$ cat config.mk
export PLATFORM = sky130hd
export DESIGN_NAME = axis_stream_bcast2
export DESIGN_NICKNAME = d
export VERILOG_FILES = /design/src/rtl/axis_bcast_pkg.sv /design/src/rtl/axis_bcast_out_slot.sv /design/src/rtl/axis_stream_bcast2.sv
export SDC_FILE = /design/constraint.sdc
export NUM_CORES = 1
export LEC_CHECK = 0
export ABC_AREA = 0
export CAP_MARGIN = 25
export CORE_MARGIN = 2
export CORE_UTILIZATION = 37
export DETAILED_ROUTE_END_ITERATION = 8
export GPL_ROUTABILITY_DRIVEN = 0
export PLACE_DENSITY = 0.81
export SYNTH_ARGS = -nofsm -noshare
export SYNTH_HDL_FRONTEND = slang
export SYNTH_HIERARCHICAL = 1
export SYNTH_SLANG_ARGS = --single-unit
$ cat constraint.sdc
create_clock -name AXIS_ACLK -period 1.4 [get_ports AXIS_ACLK]
set_input_delay 0.35 -clock AXIS_ACLK [delete_from_list [all_inputs] [get_ports AXIS_ACLK]]
set_output_delay 0.35 -clock AXIS_ACLK [all_outputs]
set_load 0.01 [all_outputs]
$ cat src/rtl/axis_bcast_pkg.sv
// ---------------------------------------------------------------------------
// axis_bcast_pkg
//   Shared definitions for the AXI4-Stream 1-to-2 broadcaster.
//   - AXIS_DATA_WIDTH_DEF : default TDATA width
//   - NUM_OUTPUTS         : number of broadcast master ports
//   - STATS_W             : width of the optional statistics counters
//   - axis_beat_t         : one stream beat {data, last} at the default width
// ---------------------------------------------------------------------------
package axis_bcast_pkg;

  localparam int AXIS_DATA_WIDTH_DEF = 32;
  localparam int NUM_OUTPUTS         = 2;
  localparam int STATS_W             = 32;

  typedef struct packed {
    logic [AXIS_DATA_WIDTH_DEF-1:0] data;
    logic                           last;
  } axis_beat_t;

endpackage

$ cat src/rtl/axis_bcast_out_slot.sv
// ---------------------------------------------------------------------------
// axis_bcast_out_slot
//   Pending-beat tracker for one broadcast master port. The slot goes pending
//   when the shared holding register is loaded and clears once its own sink
//   has taken the beat.
//
// Ports:
//   clk        in   clock, rising edge
//   rst_n      in   asynchronous active-low reset
//   acc        in   a new beat is being loaded into the holding register
//   m_tready   in   sink ready for this port
//   m_tvalid   out  beat pending on this port (registered, never from m_tready)
//   slot_free  out  slot can take a new beat this cycle (empty or draining now)
// ---------------------------------------------------------------------------
module axis_bcast_out_slot
  import axis_bcast_pkg::*;
(
  input  logic clk,
  input  logic rst_n,
  input  logic acc,
  input  logic m_tready,
  output logic m_tvalid,
  output logic slot_free
);

  logic pend_q;
  logic fire;

  assign fire      = pend_q & m_tready;
  assign slot_free = ~pend_q | fire;
  assign m_tvalid  = pend_q;

  // A new accept always re-arms the slot, even if the old beat fires in the
  // same cycle, so back-to-back beats leave no bubble.
  always_ff @(posedge clk or negedge rst_n) begin
    if (!rst_n) begin
      pend_q <= 1'b0;
    end else if (acc) begin
      pend_q <= 1'b1;
    end else if (fire) begin
      pend_q <= 1'b0;
    end
  end

endmodule

$ cat src/rtl/axis_stream_bcast2.sv
// ---------------------------------------------------------------------------
// axis_stream_bcast2
//   Single-clock AXI4-Stream 1-to-2 broadcaster. Each accepted input beat is
//   delivered exactly once, unmodified, to both master ports. The outputs drain
//   independently; the input stalls until both have consumed the current beat.
//
// Parameters:
//   DATA_WIDTH      TDATA width on all ports (default 32)
//
// Ports:
//   AXIS_ACLK       in   clock, rising edge
//   AXIS_ARESETN    in   asynchronous active-low reset
//   S_AXIS_*        in/out  slave side: TDATA, TVALID, TLAST in; TREADY out
//   M_AXIS_*1       master port 1: TDATA, TVALID, TLAST out; TREADY in
//   M_AXIS_*2       master port 2: TDATA, TVALID, TLAST out; TREADY in
//
// Optional build macro AXIS_BCAST_STATS_EN adds:
//   beat_count      out  32-bit count of accepted beats (wraps)
//   pkt_count       out  32-bit count of accepted beats with TLAST=1 (wraps)
// ---------------------------------------------------------------------------
module axis_stream_bcast2
  import axis_bcast_pkg::*;
#(
  parameter int DATA_WIDTH = AXIS_DATA_WIDTH_DEF
) (
  input  logic                  AXIS_ACLK,
  input  logic                  AXIS_ARESETN,
  input  logic [DATA_WIDTH-1:0] S_AXIS_TDATA,
  input  logic                  S_AXIS_TVALID,
  input  logic                  S_AXIS_TLAST,
  output logic                  S_AXIS_TREADY,
  output logic [DATA_WIDTH-1:0] M_AXIS_TDATA1,
  output logic                  M_AXIS_TVALID1,
  output logic                  M_AXIS_TLAST1,
  input  logic                  M_AXIS_TREADY1,
  output logic [DATA_WIDTH-1:0] M_AXIS_TDATA2,
  output logic                  M_AXIS_TVALID2,
  output logic                  M_AXIS_TLAST2,
  input  logic                  M_AXIS_TREADY2
`ifdef AXIS_BCAST_STATS_EN
  ,
  output logic [STATS_W-1:0]    beat_count,
  output logic [STATS_W-1:0]    pkt_count
`endif
);

  typedef struct packed {
    logic [DATA_WIDTH-1:0] data;
    logic                  last;
  } beat_t;

  beat_t                  hold_p0;
  logic [NUM_OUTPUTS-1:0] m_tready;
  logic [NUM_OUTPUTS-1:0] m_tvalid;
  logic [NUM_OUTPUTS-1:0] slot_free;
  logic                   s_tready;
  logic                   acc;

  assign m_tready = {M_AXIS_TREADY2, M_AXIS_TREADY1};

  // Ready looks only at the output side (pending flags and sink readies) and
  // reset, never at S_AXIS_TVALID, so no valid->ready loop can form upstream.
  assign s_tready = AXIS_ARESETN & (&slot_free);
  assign acc      = S_AXIS_TVALID & s_tready;

  for (genvar i = 0; i < NUM_OUTPUTS; i++) begin : g_slot
    axis_bcast_out_slot u_slot (
      .clk       (AXIS_ACLK),
      .rst_n     (AXIS_ARESETN),
      .acc       (acc),
      .m_tready  (m_tready[i]),
      .m_tvalid  (m_tvalid[i]),
      .slot_free (slot_free[i])
    );
  end

  // ---- stage 0: shared holding register (loaded only on accept) ----
  always_ff @(posedge AXIS_ACLK or negedge AXIS_ARESETN) begin
    if (!AXIS_ARESETN) begin
      hold_p0 <= '0;
    end else if (acc) begin
      hold_p0 <= {S_AXIS_TDATA, S_AXIS_TLAST};
    end
  end

  assign S_AXIS_TREADY  = s_tready;
  assign M_AXIS_TVALID1 = m_tvalid[0];
  assign M_AXIS_TVALID2 = m_tvalid[1];
  assign M_AXIS_TDATA1  = hold_p0.data;
  assign M_AXIS_TLAST1  = hold_p0.last;
  assign M_AXIS_TDATA2  = hold_p0.data;
  assign M_AXIS_TLAST2  = hold_p0.last;

`ifdef AXIS_BCAST_STATS_EN
  logic [STATS_W-1:0] beat_cnt_q;
  logic [STATS_W-1:0] pkt_cnt_q;

  // Counters wrap naturally at 2^32.
  always_ff @(posedge AXIS_ACLK or negedge AXIS_ARESETN) begin
    if (!AXIS_ARESETN) begin
      beat_cnt_q <= '0;
      pkt_cnt_q  <= '0;
    end else if (acc) begin
      beat_cnt_q <= beat_cnt_q + 1'b1;
      if (S_AXIS_TLAST) begin
        pkt_cnt_q <= pkt_cnt_q + 1'b1;
      end
    end
  end

  assign beat_count = beat_cnt_q;
  assign pkt_count  = pkt_cnt_q;
`endif

endmodule

==> flow_summary_export.csv <==
group,metric,value,unit
final_layout,fin_area,2720,sq um
placed_design,pre_cts_ws,-0.572,ns
final_layout,drive_gt1_frac,0.320,
sta,timing.final.crit_share,1.04,
global_route,grt_usage,0.166,
global_route,antenna_found_initial,0,
routing,first_pass_iters,3,
sta,clock_skew,0.00439,ns
sta,fmax,685,MHz
sta,setup_ws,-0.0606,ns
clocking,path_clk_slew,0.07,ns
sta,hold_viol,0,
floorplan,start_util,0.388,
floorplan,die_area,5190,sq um
final_layout,n_antenna_cell,0,
clocking,htreeDepth,2,
synthesis,ys_types,10,
global_route,grt_max_degree,22,
synthesis,mappedNetlistNets,149,
sta,maxSlewViolCount,0,
sta,max_slew_margin,0.817,
setup_path,worstPathRequired,1.57,ns
global_route,grt_first_pass_wirelength,6470,um
worst_hold_path,hold_class,"input pin to asynchronous set/reset pin",
synthesis,synth-seq-area-share,0.511,
floorplan,die_w,72.1,um
setup_path,crit_type,"flip-flop to flip-flop",
clocking,clockBufferDepth,2,
floorplan,io_pins,107,
floorplan,coreArea,4410,sq um
job,drv_cap,0,
floorplan,num_rows,24,
synthesis,synth.avg_cell_area,15.4,sq um
routing,antenna_left,0,
routing,vias,1176,
setup_path,arrival,1.63,ns
routing,routedWlPerCell,16.1,um
setup_path,setup.worst_path.start_class,"flip-flop",
sta,period_minus_slack,1.46,ns
placed_design,placed_cell_area,2650,sq um
clocking,cts_sinks,35,
sta,rsz0062_at_grt,"true",
sta,worst_pin_slew,0.275,ns
synthesis,yosys_register_bits,35,
synthesis,yosys_warnings,6,
clocking,clk_latency,0.28,ns
routing,via_per_inst,4.61,
final_layout,fill_cells,351,
placed_design,dp_hpwl,3220,um
synthesis,synth_top_area_frac,0.511,
final_layout,area_delta_synth_final,58.9,%
pwr,power_leakage,1.40,nW
clocking,cts_buffers,5,
placed_design,portBuffers,106,
setup_path,crit_path_end_kind,"flip-flop",
final_layout,final_net_count,241,
pwr,ir_worst_vdd,0.566,mV
global_route,grt_pass1_vias,1231,
pwr,powerDensity,1300,nW/um^2
synthesis,synth.cell_area,1710,sq um
setup_path,r2r_setup_slack,-0.06,ns
routing,drc,0,
routing,drt_iter0_drc,47,
setup_path,crit_path_max_fanout,7,
clocking,clockRootBuffer,"clkbuf_8",
synthesis,yosys-top-cells-area,"dfrtp_1, mux2_4, buf_4, mux2_2, buf_6",
global_route,gr-total-overflow,0,
routing,routed_wl,4110,um
floorplan,die_h,72.1,um
synthesis,syn-instance-count,111,
clocking,cts_tree,"built",
sta,setup_viol,34,
status,violations,"setup timing",
status,status,"finished, violations left",
synthesis,synth_top_area_cell,"dfrtp_1",
clocking,cts_hold_buf,0,
[power by group]
| part | internal [W] | leakage [nW] | switching, W |
|---|---|---|---|
| clock | 0.000386 | 0.0470 | 0.000333 |
| combinational | 0.000865 | 0.937 | 0.000557 |
| sequential | 0.00124 | 0.413 | 0.000172 |
| total | 0.00249 | 1.40 | 0.00106 |
[placed cells by master (no fill, tap or decap)]
master	Yosys	layout
and3_4	0	1
buf_12	0	1
buf_2	0	2
buf_4	33	9
buf_6	3	5
buf_8	0	1
clkbuf_16	0	1
clkbuf_8	0	6
clkdlybuf4s50_1	0	34
clkinv_2	0	1
dfrtp_1	35	35
dlygate4sd2_1	0	68
inv_1	1	1
mux2_2	4	3
mux2_4	29	30
nand2b_2	2	2
nand2b_4	2	2
nand4_4	1	1
[cells by family after synthesis]
family	synth area share
buffers and inverters	0.166
muxes	0.280
and+or+nand+nor	0.0423
DFF	0.511
[state kept, by name, indices dropped and copies added, names as in the netlist]
signal	flops
M_AXIS_TDATA1	32
g_slot.u_slot/m_tvalid	2
M_AXIS_TLAST1	1
[final cells by class]
class,instances,area [sq um],area share
tap,52,65.1,0.0239
multi-input combinational,39,562,0.206
inverter,1,3.75,0.00138
clock inverter,1,5.00,0.00184
clock buffer,6,82.6,0.0303
sequential,35,876,0.322
timing repair buffer,121,1130,0.415
[per-layer routing]
layer / share of wire / wire [um] / track usage
met5: 0 / 0 / 0
met4: 0.033 / 134 / 0.0943
met3: 0.078 / 321 / 0.0417
met2: 0.54 / 2200 / 0.287
met1: 0.35 / 1450 / 0.183
[critical path, cell delays in order (launching register included)]
cell and delay (ns):
dfrtp_1 0.41, nand2b_4 0.09, buf_6 0.10, nand4_4 0.20
clkbuf_16 0.25, mux2_4 0.30
[final timing paths]
path | cells past startpoint | end | startpoint
min reg2reg | 1 | M_AXIS_TDATA1[4]$_DFFE_PN0P_ | M_AXIS_TDATA1[4]$_DFFE_PN0P_
max reg2reg | 5 | M_AXIS_TDATA1[12]$_DFFE_PN0P_ | g_slot[1].u_slot/m_tvalid$_DFFE_PN0P_
max | 5 | M_AXIS_TDATA1[12]$_DFFE_PN0P_ | g_slot[1].u_slot/m_tvalid$_DFFE_PN0P_
min in group AXIS_ACLK | 1 | M_AXIS_TDATA1[4]$_DFFE_PN0P_ | M_AXIS_TDATA1[4]$_DFFE_PN0P_
min | 2 | M_AXIS_TDATA1[12]$_DFFE_PN0P_ | AXIS_ARESETN
max in group asynchronous | 3 | M_AXIS_TDATA1[26]$_DFFE_PN0P_ | AXIS_ARESETN
[synthesized netlist by cell type (all sizes together)]
cell type / number
and3: 1
nand4: 1
buf: 36
dfrtp: 35
mux2: 33
inv: 1
nand2b: 4
[metrics by stage]
step | utilization | setup TNS [ns] | hold slack, ns | total power [W] | std cells
2_1_floorplan | - | 0 | 0.0544 | 0.00233 | 111
3_3_place_gp | 0.600 | -14.43 | 0.372 | 0.00311 | 244
3_5_place_dp | 0.600 | -15.05 | 0.378 | 0.00316 | 244
4_1_cts | 0.610 | -1.67 | 0.0714 | 0.00359 | 254
5_1_grt | 0.617 | -2.84 | 0.100 | 0.00374 | 255
6_report | 0.617 | -1.18 | 0.0756 | 0.00355 | 255
[what timing repair did]
action	CTS	global route
endpoints found under the setup margin	102	34
hold endpoints to repair	0	0
resized for setup	87	3
pin swaps	1	0
gates cloned	0	1
setup buffers	3	1
Power figures use the tool's default switching activity.
==> edit, RTL diff (same settings) <==
The option `AXIS_BCAST_STATS_EN` is turned on by a define.
--- a/src/rtl/axis_stream_bcast2.sv
+++ b/src/rtl/axis_stream_bcast2.sv
@@ -18,6 +18,8 @@
 //   beat_count      out  32-bit count of accepted beats (wraps)
 //   pkt_count       out  32-bit count of accepted beats with TLAST=1 (wraps)
 // ---------------------------------------------------------------------------
+`define AXIS_BCAST_STATS_EN
+
 module axis_stream_bcast2
   import axis_bcast_pkg::*;
 #(
Formal check against the unedited RTL (old outputs only; new: beat_count and pkt_count): equivalent (Yosys induction, for registers that start in step).
==> edit against the original RTL <==
  * The run still ends with setup timing left
  * Critical path depth up 3
  * Final area rose to 3.1 times the old value
  * Clock power rose to 3.7 times the old value
  * Synthesized cell count rose to 4.0 times the old value
  * Global-route usage up 6.3 points
  * Total power rose to 2.6 times the old value
  * Synthesized area rose to 2.7 times the old value
  * Wire length rose to 3.9 times the old value
  * Utilization up 9.0 points
  * Sequential cell count up 64
  * Worst setup slack worse by 0.36 ns
  * Largest power group is now registers
  * Highest routed layer unchanged
==> edit: results (changes against the original RTL) <==
| Metric | Value |
|---|---|
| Overall routing resource usage | `22.9% (+6.3 points)` |
| Num CTS Buffers | `9 (+4)` |
| Status | `finished, violations left` |
| Max FO, Critical Path | `6 (-1)` |
| First-pass GRT wire length | `23700 µm (+270%)` |
| Placed cells | `797 (+230%)` |
| Syn Inst Count | `447 (+300%)` |
| Worst vdd ir | `0.617 mV (+8.9%)` |
| Setup ws final | `-0.418 ns (-0.357 ns)` |
| CP delay by family, top | `simple AND/OR/NAND/NOR gates` |
| Final setup fails | `88 (+160%)` |
| Largest net degree at the start of global routing | `90 (+310%)` |
| Htree depth | `3 (+1)` |
| Root Driver | `clkbuf_16` |
| Cell variety after synth | `32 (+22)` |
| Post-Syn Nets | `487 (+230%)` |
| Final WL | `15800 µm (+290%)` |
| Vias in the first global route | `4737 (+280%)` |
| Wire length per cell | `17.6 µm (+9.5%)` |
| Most instantiated cells after synthesis | `nand2_1 (123), dfrtp_1 (99), buf_4 (33)` |
| Slew @ Worst Pin | `0.507 ns (+0.232 ns)` |
| Sw frac | `30.5% (+0.56 points)` |
| # fillers | `835 (+140%)` |
| R2R depth | `8 (+3)` |
| Critical path endpoint | `beat_count[26]` |
| WP data arrival | `2.08 ns (+0.45 ns)` |
| Failing checks | `setup timing` |
| Lkg Pwr | `4.56 nW (+230%)` |
## edit: layout make-up
class                   instances  area [µm²]  share of cell area [%]
well taps                     147         184                    2.17
multi-input cells             297        2480                    29.2
clock buffers                  10         229                    2.70
clock inverters                 6        88.8                    1.05
flip-flops and latches         99        2480                    29.2
repair buffers                331        3010                    35.4
inverters                       7        26.3                   0.309
## edit: worst min-delay path by stage
| stage | endpoint | start | slack, ns | depth (start not counted) |
|---|---|---|---|---|
| after CTS | M_AXIS_TDATA1[28] | AXIS_ARESETN | 0.08 | 3 |
| final | M_AXIS_TDATA1[23] | AXIS_ARESETN | 0.09 | 3 |
| after global placement | M_AXIS_TDATA1[18] | AXIS_ARESETN | 0.32 | 2 |
| after detailed placement | M_AXIS_TDATA1[18] | AXIS_ARESETN | 0.33 | 2 |
| after floorplan | M_AXIS_TDATA1[0] | AXIS_ARESETN | 0.05 | 0 |
| after global routing | M_AXIS_TDATA1[23] | AXIS_ARESETN | 0.09 | 3 |
## edit: per-layer routing
layer	up-vias	wire (µm)	GRT usage [%]
met5	-	0	0
met4	0	383	8.84
met3	27	957	4.64
met2	182	8150	41.5
met1	2209	6330	26.5
li1	2049	-	-
## edit: cell families after synthesis
kind of cell / Yosys count / synth area share (%)
muxes: 1 / 0.248
DFF: 99 / 54.5
adders and majority gates: 2 / 0.550
and+or+nand+nor: 231 / 25.5
buffers and inverters: 52 / 7.26
xor gates and xnor gates: 62 / 11.9
## edit: stage by stage
| step | worst slack, ns | area, µm² | hold slack, ns | TNS (ns) | utilization [%] |
|---|---|---|---|---|---|
| global route | -0.500 | 8490 | 0.0857 | -29.66 | 70.7 |
| CTS | -0.339 | 8050 | 0.0776 | -19.90 | 67.0 |
| global placement | -0.772 | 6870 | 0.323 | -57.46 | 57.2 |
| finish | -0.418 | 8490 | 0.0914 | -22.84 | 70.7 |
| detailed placement | -0.811 | 6870 | 0.327 | -58.85 | 57.2 |
| floorplan | -0.213 | 4680 | 0.0544 | -6.81 | - |
## edit: power groups by stage
stage,combinational (mW),clock [mW],sequential (mW)
6_report,2.92,2.67,3.47
2_1_floorplan,0.837,0,3.68
3_5_place_dp,2.47,0,3.54
4_1_cts,2.58,2.72,3.44
5_1_grt,3.13,2.85,3.50
3_3_place_gp,2.42,0,3.51
## edit: repair_timing
| item | 4_1_cts | 5_1_grt |
|---|---|---|
| pin swaps | 88 | 52 |
| hold endpoints to repair | 2 | 0 |
| hold buffers | 1 | 0 |
| gates resized for setup | 375 | 148 |
| buffers inserted | 62 | 28 |
| gates cloned | 5 | 0 |
| setup endpoints to repair | 219 | 168 |
